===== src/rtl/add_vec_writer_pkg.sv =====
// Shared types for the adder test-vector writer: FSM states and field codes.
package add_vec_pkg;

   typedef enum logic [2:0] {
      IDLE,
      EMIT_A,
      EMIT_B,
      EMIT_C,
      FIN
   } state_t;

   localparam logic [1:0] FLD_A = 2'd0;
   localparam logic [1:0] FLD_B = 2'd1;
   localparam logic [1:0] FLD_C = 2'd2;

endpackage


===== src/rtl/add_vec_writer_ctr.sv =====
// Vector index counter with clear, increment enable and terminal-count flag.
module add_vec_ctr #(
   parameter int N = 15,
   localparam int IW = (N > 1) ? $clog2(N) : 1
) (
   input  logic          clk,
   input  logic          rst_n,
   input  logic          clr,
   input  logic          inc,
   output logic [IW-1:0] idx,
   output logic          last
);

   always_ff @(posedge clk) begin
      if (!rst_n)
         idx <= '0;
      else if (clr)
         idx <= '0;
      else if (inc)
         idx <= idx + 1'b1;
   end

   assign last = (idx == IW'(N - 1));

endmodule


===== src/rtl/add_vec_writer.sv =====
// Streams a, b, a+b test vectors to a memory image over valid/ready.
// Optional running checksum output when ADD_VEC_CKSUM_EN is defined.
module add_vec_writer
   import add_vec_pkg::*;
#(
   parameter int W       = 4,
   parameter int NUM_VEC = 15,
   parameter int STEP    = 1,
   localparam int AW = $clog2(3 * NUM_VEC),
   localparam int IW = (NUM_VEC > 1) ? $clog2(NUM_VEC) : 1
) (
   input  logic          clk,
   input  logic          rst_n,
   input  logic          start,
   input  logic          ready,
   output logic          valid,
   output logic [W:0]    word,
   output logic [AW-1:0] addr,
   output logic          busy,
`ifdef ADD_VEC_CKSUM_EN
   output logic [15:0]   cksum,
`endif
   output logic          done
);

   localparam logic [W-1:0] STEPW = W'(STEP);

   state_t        state;
   state_t        nxt;
   logic [IW-1:0] idx;
   logic          last;
   logic          inc;
   logic          clr;
   logic [1:0]    fld;
   logic          xfer;
   logic [W-1:0]  a;
   logic [W-1:0]  b;

   add_vec_ctr #(.N(NUM_VEC)) u_ctr (
      .clk   (clk),
      .rst_n (rst_n),
      .clr   (clr),
      .inc   (inc),
      .idx   (idx),
      .last  (last)
   );

   always_ff @(posedge clk) begin
      if (!rst_n)
         state <= IDLE;
      else
         state <= nxt;
   end

   always_comb begin
      nxt   = state;
      valid = 1'b0;
      fld   = FLD_A;
      inc   = 1'b0;
      clr   = 1'b0;
      unique case (state)
         IDLE: begin
            if (start) begin
               nxt = EMIT_A;
               clr = 1'b1;
            end
         end
         EMIT_A: begin
            valid = 1'b1;
            if (ready) nxt = EMIT_B;
         end
         EMIT_B: begin
            valid = 1'b1;
            fld   = FLD_B;
            if (ready) nxt = EMIT_C;
         end
         EMIT_C: begin
            valid = 1'b1;
            fld   = FLD_C;
            if (ready) begin
               if (last) begin
                  nxt = FIN;
               end else begin
                  nxt = EMIT_A;
                  inc = 1'b1;
               end
            end
         end
         FIN:     nxt = IDLE;
         default: nxt = IDLE;
      endcase
   end

   assign xfer = valid & ready;
   assign busy = (state != IDLE);
   assign done = (state == FIN);

   // low W bits of i*STEP depend only on the low W bits of each factor
   assign a = W'(idx);
   assign b = a * STEPW;

   always_comb begin
      word = '0;
      addr = '0;
      if (valid) begin
         addr = AW'(idx) * AW'(3) + AW'(fld);
         unique case (fld)
            FLD_A:   word = {1'b0, a};
            FLD_B:   word = {1'b0, b};
            default: word = {1'b0, a} + {1'b0, b};
         endcase
      end
   end

`ifdef ADD_VEC_CKSUM_EN
   always_ff @(posedge clk) begin
      if (!rst_n)
         cksum <= '0;
      else if (state == IDLE && start)
         cksum <= '0;
      else if (xfer)
         cksum <= cksum + 16'(word);
   end
`endif

endmodule

===== config.mk =====
export PLATFORM = sky130hd
export DESIGN_NAME = add_vec_writer
export DESIGN_NICKNAME = d
export VERILOG_FILES = /design/src/rtl/add_vec_writer_pkg.sv /design/src/rtl/add_vec_writer_ctr.sv /design/src/rtl/add_vec_writer.sv
export SDC_FILE = /design/constraint.sdc
export NUM_CORES = 1
export LEC_CHECK = 0
export ABC_AREA = 1
export CAP_MARGIN = 40
export CORE_UTILIZATION = 50
export CTS_BUF_LIST = sky130_fd_sc_hd__clkbuf_8
export DETAILED_ROUTE_END_ITERATION = 6
export HOLD_SLACK_MARGIN = 0.05
export PLACE_DENSITY = 0.81
export SYNTH_ARGS = -nofsm -noshare
export SYNTH_HDL_FRONTEND = slang
export SYNTH_HIERARCHICAL = 1
export SYNTH_SLANG_ARGS = --single-unit

===== constraint.sdc =====
create_clock -name clk -period 2.9 [get_ports clk]
set_input_delay 0.87 -clock clk [delete_from_list [all_inputs] [get_ports clk]]
set_output_delay 0.87 -clock clk [all_outputs]
set_load 0.1 [all_outputs]

==> flow_metrics.tcl, run 1 <==
set metrics [dict create \
    synth_top_area_share_pct 19.6 \
    reg2reg_slack_ns 0.95 \
    p_int_uw 292 \
    antenna_cells 0 \
    layout_commonest_cell "inv_1" \
    nNetsFinal 161 \
    slew_violations 0 \
    fmax_mhz 322 \
    dr.pass1.iters 4 \
    initial_utilization_pct 54.3 \
    p_leak_nw 0.570 \
    clk_path_buf_depth 2 \
    ir_drop_mv 0.338 \
    grt_pass1_vias 774 \
    rsz0062_at_grt "true" \
    clkSlewWorstSetupHoldPaths_ns 0.04 \
    post-route-min-period_ns 3.11 \
    synth_area_um2 716 \
    fp.dieW_um 39.8 \
    fin_hold_ws_ns 0.594 \
    core-area_um2 1320 \
    grt-ovfl-total 0 \
    switching_share_pct 51.3 \
    cp_data_required_time_ns 2.03 \
    p_clk_share_pct 22.2 \
    antenna_found_initial 0 \
    cts_max_level 1 \
    r2r_start "u_ctr/idx[0]$_SDFFE_PP0P_" \
    yosysWarnings 6 \
    synth-seq-area-share_pct 19.6 \
    hp-class "flip-flop to flip-flop" \
    switchingPower_uw 308 \
    maxCapViolations 0 \
    cp-end-kind "primary output" \
    combPwrFrac_pct 58.9 \
    vias 831 \
    worst_clock_skew_ns 0.00152 \
    syn_inst 113 \
    critPathKind "flip-flop to primary output" \
    drc 0 \
    syn_nets 129 \
    final_cell_mix "inv_1 (24), nand2_1 (17), buf_4 (17)" \
    grtUsageTotal_pct 31.2 \
    crit_fanout 2 \
    min_to "u_ctr/idx[3]$_SDFFE_PP0P_" \
    final_area_um2 1170 \
    tightestPinTransition_ns 0.457 \
    avgRoutedWirePerCell_um 13.7 \
    die_y_um 39.8 \
    synth_area_per_cell_um2 6.33 \
    failed_checks "setup timing" \
    cts_made_buffers 3 \
    final-hold-violation-count 0 \
    dp.final_hpwl_um 1610 \
    ys_ff_latch 7 \
    p_seq_share_pct 18.9 \
    cp.arrival_ns 2.24 \
    synthTopCellsByArea "dfxtp_1 (20%), ha_1 (17%), inv_1 (13%)" \
    gp_congestion 0.765 \
    setup-violations-final 4 \
    wl_um 2180 \
    p_per_area_nw_per_um2 511 \
    rr_worst_depth 12 \
    syn_to_final_growth_pct 63.8 \
    r2r_end "u_ctr/idx[3]$_SDFFE_PP0P_" \
    outcome "finished, violations left" \
    clkLatencyLatePin_ns 0.22 \
    grt_pass1_wl_um 3160 \
    drive_above_1_share_pct 37.5 \
    cts-root-buf "clkbuf_8" \
    worstHoldStart "u_ctr/idx[3]$_SDFFE_PP0P_" \
    ant_nets 0 \
    relSlewSlack_pct 69.4 \
    num_rows 13 \
    place_area_um2 1110 \
    clkSinkCount 7 \
    cts_tree "yes" \
    start_kind "flip-flop" \
    drt-initial-drc-count 17 \
    dieArea_um2 1590 \
    layout_setup_ws_ns -0.210 \
    io_pins 18 \
    finalCritPeriodShare_pct 107 \
    yosys.area.top_type "dfxtp_1" \
    numPortBuffers 17 \
    synth.distinct_cells 15 \
    grt_max_degree 9 \
    hold_depth 2 \
    avgViaCountPerCell 5.23 \
]
==> per-layer routing <==
layer  GRT usage, %  routed length (um)
met2           65.6                1270
met5              0                   0
met1           27.2                 802
met3           2.27                  59
met4           18.1                  49
==> kinds of logic after synthesis <==
group,synth area share [%]
xor gates and xnor gates,1.22
DFF,19.6
and+or+nand+nor,32.0
AOI/OAI and AO/OA,10.5
buffers and inverters,13.6
adders and majority gates,23.1
==> how the worst max path moves through the flow <==
stage	from	endpoint	depth (start not counted)
after floorplan	state[0]$_SDFFE_PN0P_	addr[2]	7
after global placement	state[0]$_SDFFE_PN0P_	addr[3]	9
after detailed placement	state[0]$_SDFFE_PN0P_	addr[3]	9
after CTS	state[1]$_SDFFE_PN0P_	addr[3]	9
after global routing	state[0]$_SDFFE_PN0P_	addr[3]	9
final	state[0]$_SDFFE_PN0P_	addr[3]	9
==> worst max-delay path, cell delays in order, from the launching register on <==
cell and delay (ns):
dfxtp_2 0.32, nand2_2 0.08, nor2_4 0.04, fa_1 0.49, ha_2 0.19, inv_2 0.04
fa_2 0.37, xor2_2 0.18, nor2_4 0.12, buf_12 0.18
==> area by class of cell <==
| cell class | instances | area [um^2] |
|---|---|---|
| multi-input cells | 80 | 569 |
| repair buffers | 27 | 298 |
| fillers | 63 | 145 |
| flip-flops and latches | 7 | 144 |
| inverters | 26 | 97.6 |
| clock buffers | 3 | 41.3 |
| well taps | 15 | 18.8 |
| clock inverters | 1 | 3.75 |
==> what timing repair did <==
action	4_1_cts	5_1_grt
pin swaps	5	1
hold buffers	0	0
setup buffers	1	1
resized for setup	1	1
setup endpoints to repair	3	4
==> cell usage after synthesis <==
| cell type | n |
|---|---|
| inv_1 | 25 |
| nor2_1 | 20 |
| nand2_1 | 18 |
| a21oi_1 | 10 |
| ha_1 | 10 |
| nand3_1 | 9 |
| dfxtp_1 | 7 |
| o21ai_0 | 5 |
| fa_1 | 2 |
| nor2_4 | 2 |
| and3_1 | 1 |
| inv_2 | 1 |
| nand2_2 | 1 |
| nor2_2 | 1 |
| xor2_1 | 1 |
==> power groups by stage <==
stage	Sequential, mW	Clock [mW]	Combinational (mW)
global placement	0.113	0	0.334
detailed placement	0.114	0	0.341
CTS	0.113	0.134	0.345
floorplan	0.118	0	0.249
finish	0.113	0.133	0.353
global route	0.113	0.144	0.373
==> registers in the layout, indices dropped and copies added (netlist names) <==
signal	count
u_ctr/idx	4
state	3
==> stage by stage <==
step / power [mW] / setup TNS [ns] / utilization [%] / cells / setup WS (ns)
3_5_place_dp: 0.455 / -0.00901 / 84.0 / 153 / -0.00901
5_1_grt: 0.630 / -0.870 / 89.0 / 159 / -0.277
3_3_place_gp: 0.447 / 0 / 84.0 / 153 / 0.0546
2_1_floorplan: 0.367 / -0.569 / - / 113 / -0.216
4_1_cts: 0.592 / -0.449 / 88.2 / 158 / -0.187
6_report: 0.599 / -0.526 / 89.0 / 159 / -0.210
(Power assumes the default switching activity.)
==> run 2: changes to the inputs <==
--- a/config.mk
+++ b/config.mk
@@ -5,13 +5,13 @@
 export SDC_FILE = /design/constraint.sdc
 export NUM_CORES = 1
 export LEC_CHECK = 0
-export ABC_AREA = 1
 export CAP_MARGIN = 40
 export CORE_UTILIZATION = 50
 export CTS_BUF_LIST = sky130_fd_sc_hd__clkbuf_8
 export DETAILED_ROUTE_END_ITERATION = 6
 export HOLD_SLACK_MARGIN = 0.05
 export PLACE_DENSITY = 0.81
+export RECOVER_POWER = 50
 export SYNTH_ARGS = -nofsm -noshare
 export SYNTH_HDL_FRONTEND = slang
 export SYNTH_HIERARCHICAL = 1
==> run 2 against run 1 <==
Sequential cell count stayed put. Total power is 32% lower. Non-clock buffer count is 2 higher. Design area is 2.3% higher. First-iteration DRC count is 140% higher. The run still ends with setup timing left. Combinational power is 53% lower. Clock power is 4% higher. Count of clock-buffer cells in the layout stayed put. Area after synthesis is 0.70% higher. Synthesized cell count is 23% lower. Core utilization is 2.1 points higher.
==> flow_metrics.tcl, run 2 <==
set metrics [dict create \
    p_per_area_nw_per_um2 341 \
    synth_edf_count 0 \
    ir_drop_mv 0.274 \
    syn_to_final_growth_pct 66.5 \
    yosys.area.top_type "dfxtp_1" \
    final-hold-violation-count 0 \
    gp_congestion 0.811 \
    failed_checks "setup timing" \
    largest_register_ffs 4 \
    path_depth 9 \
    reg2reg_slack_ns 0.93 \
    drc 0 \
    worst_clock_skew_ns 0.00499 \
    finalCritPeriodShare_pct 108 \
    yosysMostFrequentCell "ha_1" \
    regMostFlops "u_ctr/idx" \
    drt-initial-drc-count 40 \
    p_leak_nw 0.547 \
    yosysWarnings 6 \
    synthTopCellsByCount "ha_1 (10), inv_1 (9), nor2_1 (9)" \
    drive_above_1_share_pct 45.3 \
    wl_um 2570 \
    slowest_delay_ns 0.49 \
    fp.dieW_um 40.0 \
    regArea_um2 144 \
    preCtsSetupSlack_ns -0.0605 \
    synth_area_um2 721 \
    avgRoutedWirePerCell_um 19.4 \
    nNetsFinal 134 \
    synthTopCellsByArea "dfxtp_1 (19%), ha_1 (17%), fa_1 (5.6%)" \
    synth.distinct_cells 30 \
    multi_input_area_um2 612 \
    cts-root-buf "clkbuf_8" \
    initial_utilization_pct 54.7 \
    die_y_um 40.0 \
    critical-path-top-delay-family "adder cells" \
    core-area_um2 1320 \
    outcome "finished, violations left" \
    grt-ovfl-total 0 \
    cts_max_level 1 \
    synth_area_per_cell_um2 8.28 \
    cp.arrival_ns 2.27 \
    start_kind "flip-flop" \
    rr_worst_depth 8 \
    crit_fanout 2 \
    cts_tree "yes" \
    slowest_stage "fa_1" \
    total_power_uw 409 \
    antenna_cells 0 \
    tightestPinTransition_ns 0.964 \
    syn_inst 87 \
    layout_setup_ws_ns -0.239 \
    grt_max_degree 15 \
    final_cell_mix "buf_4 (14), buf_12 (9), ha_1 (8)" \
    ys_ff_latch 7 \
    synth_top_area_share_pct 19.4 \
    post-route-min-period_ns 3.14 \
    clkLatencyLatePin_ns 0.23 \
    ant_nets 0 \
    relSlewSlack_pct 35.6 \
    fillers 52 \
    dr.pass1.iters 4 \
    vias 809 \
    avgViaCountPerCell 6.13 \
    clkSinkCount 7 \
    hp-class "flip-flop to flip-flop" \
    path_buf_inv 2 \
    dp.final_hpwl_um 1420 \
    cp-end-kind "primary output" \
    num_rows 13 \
    path_cells "nand2_4, nor2_4, fa_1, ha_2, inv_2, fa_2, xor2_2, nor2_4, buf_12" \
    layout_commonest_cell "buf_4" \
    critPathKind "flip-flop to primary output" \
    slew_violations 0 \
    numPortBuffers 17 \
    grtUsageTotal_pct 38.0 \
    cp_data_required_time_ns 2.03 \
    clk_path_buf_depth 2 \
    syn_nets 103 \
    crit_end "addr[3]" \
    fin_util_pct 91.1 \
    crit_path_start "state[1]$_SDFFE_PN0P_" \
    clkSlewWorstSetupHoldPaths_ns 0.04 \
    r2r_start "u_ctr/idx[0]$_SDFFE_PP0P_" \
    rsz0062_at_grt "true" \
    maxCapViolations 0 \
    largest_registers "u_ctr/idx x4, state x3" \
    place_area_um2 1130 \
    ys_dominant_reg_cell "dfxtp_1" \
    grt_pass1_wl_um 3890 \
    cts_made_buffers 3 \
    async_flop_share_pct 0 \
    setup-violations-final 4 \
    synth-seq-area-share_pct 19.4 \
    grt_pass1_vias 799 \
    r2r_end "u_ctr/idx[3]$_SDFFE_PP0P_" \
    antenna_found_initial 0 \
    final_area_um2 1200 \
    dieArea_um2 1600 \
    cpMostUsedCell "nor2_4" \
    ctsHoldBuffers 0 \
    fmax_mhz 319 \
    io_pins 18 \
]
-- run 2: cell count changes in the layout (fill, tap and decap cells not counted), sizes merged, moves of 4 or more --
| cell | change |
|---|---|
| o21ai | -5 |
| nand2 | -14 |
| a21oi | -4 |
| inv | -18 |
| nor2 | -14 |
| nand3 | -8 |
-- run 2: worst min-delay path by stage --
stage,startpoint,to,slack [ns],depth (start not counted)
6_report,u_ctr/idx[3]$_SDFFE_PP0P_,u_ctr/idx[3]$_SDFFE_PP0P_,0.69,3
5_1_grt,u_ctr/idx[3]$_SDFFE_PP0P_,u_ctr/idx[3]$_SDFFE_PP0P_,0.71,3
4_1_cts,u_ctr/idx[1]$_SDFFE_PP0P_,u_ctr/idx[1]$_SDFFE_PP0P_,0.68,3
3_5_place_dp,state[1]$_SDFFE_PN0P_,state[2]$_SDFFE_PN0P_,0.59,3
3_3_place_gp,state[1]$_SDFFE_PN0P_,state[2]$_SDFFE_PN0P_,0.57,3
2_1_floorplan,state[0]$_SDFFE_PN0P_,state[2]$_SDFFE_PN0P_,0.51,2
-- run 2: per-layer routing --
| metal | track usage (%) | routed length, um | up-vias | share of wire [%] |
|---|---|---|---|---|
| li1 | - | - | 359 | - |
| met5 | 0 | 0 | - | 0 |
| met3 | 10.6 | 200 | 18 | 7.8 |
| met2 | 58.9 | 1280 | 60 | 50 |
| met1 | 44.8 | 969 | 372 | 38 |
| met4 | 26.7 | 121 | 0 | 4.7 |
-- run 2: report_power, final --
part | total (mW) | internal, mW | switching [mW]
clock | 0.138 | 0.0918 | 0.0458
sequential | 0.105 | 0.100 | 0.00414
combinational | 0.167 | 0.0529 | 0.114
total | 0.409 | 0.245 | 0.164
-- run 2: logic make-up after synthesis --
| logic type | count (synthesis) | synth area share, % |
|---|---|---|
| AND/OR/NAND/NOR | 34 | 26.0 |
| flip-flops | 7 | 19.4 |
| XOR/XNOR | 4 | 4.86 |
| buffers and inverters | 12 | 7.64 |
| AO/OA/AOI/OAI | 13 | 11.8 |
| adder cells (fa/ha/maj) | 12 | 22.9 |
| multiplexers | 5 | 7.29 |
-- run 2: layout make-up --
type | count | area share, %
Multi-Input combinational cell | 68 | 51.0
Timing Repair Buffer | 29 | 28.6
Sequential cell | 7 | 12.0
Clock buffer | 3 | 3.44
Inverter | 9 | 3.13
Tap cell | 15 | 1.56
Clock inverter | 1 | 0.313
-- run 2: tightest hold or removal path, delay by kind of cell, from the launching register on --
| family | cells | cell delay [ns] |
|---|---|---|
| multiplexers | 1 | 0.07 |
| buffers and inverters | 1 | 0.17 |
| flip-flops | 1 | 0.32 |
| AND/OR/NAND/NOR | 1 | 0.08 |
-- run 2: what timing repair did --
action	4_1_cts	5_1_grt
gates resized for setup	3	4
pin swaps	7	0
setup endpoints to repair	4	4
hold endpoints to repair	0	0
buffers inserted	2	0
-- run 2: stage by stage --
stage / hold slack (ns) / std cells / setup TNS [ns]
CTS: 0.679 / 132 / -0.660
global route: 0.706 / 132 / -0.888
finish: 0.691 / 132 / -0.698
global placement: 0.571 / 126 / 0
floorplan: 0.512 / 87 / -0.954
detailed placement: 0.592 / 126 / -0.0795
==> run 3: changes to the inputs <==
--- a/config.mk
+++ b/config.mk
@@ -8,6 +8,8 @@
 export CAP_MARGIN = 40
 export CORE_UTILIZATION = 50
 export CTS_BUF_LIST = sky130_fd_sc_hd__clkbuf_8
+export CTS_CLUSTER_DIAMETER = 120
+export CTS_CLUSTER_SIZE = 12
 export DETAILED_ROUTE_END_ITERATION = 6
 export HOLD_SLACK_MARGIN = 0.05
 export PLACE_DENSITY = 0.81
==> constraint.sdc (replaced) <==
create_clock -name clk -period 3.3 [get_ports clk]
set_input_delay 0.99 -clock clk [delete_from_list [all_inputs] [get_ports clk]]
set_output_delay 0.99 -clock clk [all_outputs]
set_load 0.1 [all_outputs]
==> run 3 against run 2 <==
The flow now finishes without violations. Via count down 13%. Wire length down 27%. Sequential power down 13%. Clock skew down 0.0046 ns. Sequential share of layout area up 0.96 points. Clock power down 15%. Global-route usage down 12 points. First-iteration DRC count down 73%. Combinational power down 22%. Setup slack better by 0.28 ns. Sequential cell count unchanged. Critical path type unchanged. Largest power group unchanged.
==> flow_metrics.tcl, run 3 (synthesized netlist as in run 2, its figures left out) <==
set metrics [dict create \
    outcome "finished clean" \
    stdcell_count 130 \
    antenna_found_initial 0 \
    fmax_mhz 307 \
    initial_utilization_pct 54.7 \
    final-hold-violation-count 0 \
    nNetsFinal 132 \
    p_seq_share_pct 26.9 \
    combPwrFrac_pct 38.6 \
    dieArea_um2 1600 \
    dr.pass1.iters 4 \
    grtUsageTotal_pct 25.5 \
    grt_max_degree 15 \
    finalSetupTns_ns 0 \
    largest_register_ffs 4 \
    die_y_um 40.0 \
    hp-class "flip-flop to flip-flop" \
    p_per_area_nw_per_um2 306 \
    r2r_end "u_ctr/idx[3]$_SDFFE_PP0P_" \
    switching_share_pct 39.0 \
    clkSlewWorstSetupHoldPaths_ns 0.04 \
    cts_max_level 1 \
    io_pins 18 \
    clkLatencyLatePin_ns 0.22 \
    rr_worst_depth 7 \
    finalCritPeriodShare_pct 98.7 \
    relSlewSlack_pct 23.1 \
    slew_violations 0 \
    switchingPower_uw 133 \
    ant_nets 0 \
    fp.dieW_um 40.0 \
    p_int_uw 208 \
    grt_pass1_vias 597 \
    reg2reg_slack_ns 1.41 \
    core-area_um2 1320 \
    regMostFlops "u_ctr/idx" \
    gp_congestion 0.806 \
    avgViaCountPerCell 5.42 \
    maxCapViolations 0 \
    p_leak_nw 0.509 \
    cp_data_required_time_ns 2.31 \
    layout_commonest_cell "buf_4" \
    wl_um 1870 \
    drive_above_1_share_pct 37.4 \
    dp.cells 123 \
    p_clk_share_pct 34.5 \
    drc 0 \
    grt-ovfl-total 0 \
    vias 704 \
    numPortBuffers 17 \
    antenna_cells 0 \
    crit_fanout 3 \
    final_cell_mix "buf_4 (14), inv_1 (9), ha_1 (9)" \
    worst_clock_skew_ns 0.000361 \
    rsz0062_at_grt "true" \
    setup-violations-final 0 \
    avgRoutedWirePerCell_um 14.4 \
    clkSinkCount 7 \
    syn_to_final_growth_pct 54.2 \
    slowest_stage "fa_2" \
    hold_depth 2 \
    largest_registers "u_ctr/idx x4, state x3" \
    ir_drop_mv 0.294 \
    tightestPinTransition_ns 1.16 \
    r2r_start "u_ctr/idx[0]$_SDFFE_PP0P_" \
    cpMostUsedCell "nor2_4" \
    fin_util_pct 84.3 \
    drt-initial-drc-count 11 \
    min_to "state[2]$_SDFFE_PN0P_" \
    grt_pass1_wl_um 2640 \
    worstHoldStart "state[0]$_SDFFE_PN0P_" \
    cp.arrival_ns 2.27 \
    num_rows 13 \
    cts_made_buffers 3 \
    critPathKind "flip-flop to primary output" \
    path_cells "nand2_4, nor2_4, fa_1, ha_2, inv_2, fa_2, nor2_4, buf_12" \
    post-route-min-period_ns 3.26 \
    start_kind "flip-flop" \
    cts_tree "yes" \
    slowest_delay_ns 0.45 \
    clk_path_buf_depth 2 \
    cts-root-buf "clkbuf_8" \
    dp.final_hpwl_um 1200 \
    cp-end-kind "primary output" \
]
-- run 3: cell types whose count changed in the layout (fill, tap and decap cells not counted), sizes merged --
cell          before  now
buf               24   21
clkbuf             4    6
clkinvlp           1    0
dlymetal6s2s       1    0
inv                9   10
-- run 3: timing repair --
action	CTS	global route
hold endpoints to repair	0	0
setup endpoints to repair	1	3
hold buffers	0	0
setup buffers	0	3
gates resized for setup	2	11
pin swaps	1	6
-- run 3: worst max path at each step --
stage                                          from  endpoint  slack [ns]  cells after the start
after floorplan               state[1]$_SDFFE_PN0P_   addr[2]       -0.24                      7
after global placement    u_ctr/idx[0]$_SDFFE_PP0P_   addr[3]        0.28                      7
after detailed placement      state[1]$_SDFFE_PN0P_   addr[2]        0.21                      8
after CTS                     state[1]$_SDFFE_PN0P_   addr[2]        0.02                      8
after global routing          state[1]$_SDFFE_PN0P_   addr[2]       -0.04                      8
final                         state[1]$_SDFFE_PN0P_   addr[2]        0.04                      8
-- run 3: area by class of cell --
cell class                 count  area, um^2
clock buffer                   3        41.3
sequential                     7         144
tap                           15        18.8
inverter                       9        33.8
clock inverter                 1        3.75
fill                          80         206
multi-input combinational     68         592
timing repair buffer          27         278
-- run 3: per-layer routing --
layer  vias up  part of all wire (%)  global-route usage [%]
li1        355                     -                       -
met1       327                    45                    31.0
met2        17                    50                    42.3
met3         5                   2.9                    3.33
met4         0                   2.0                    15.5
met5         -                     0                       0
-- run 3: through the flow --
step	power, mW	cell area, um^2	hold WS (ns)	worst slack, ns
after floorplan	0.187	758	0.498	-0.244
after global placement	0.215	1020	0.483	0.281
after detailed placement	0.217	1020	0.494	0.205
after CTS	0.335	1070	0.521	0.0214
after global routing	0.352	1110	0.517	-0.0398
final	0.340	1110	0.499	0.0423
-- run 3: critical path, delay by kind of cell (launching register included) --
family,cells,cell delay (ns)
adder cells (fa/ha/maj),3,1.09
AND/OR/NAND/NOR,3,0.36
flip-flops,1,0.35
buffers and inverters,2,0.24
-- run 3: power by group through the flow --
| stage | registers [mW] | logic [mW] | clock network [mW] |
|---|---|---|---|
| 2_1_floorplan | 0.0924 | 0.0951 | 0 |
| 3_3_place_gp | 0.0906 | 0.124 | 0 |
| 3_5_place_dp | 0.0909 | 0.126 | 0 |
| 4_1_cts | 0.0895 | 0.127 | 0.118 |
| 5_1_grt | 0.0918 | 0.137 | 0.122 |
| 6_report | 0.0916 | 0.131 | 0.117 |
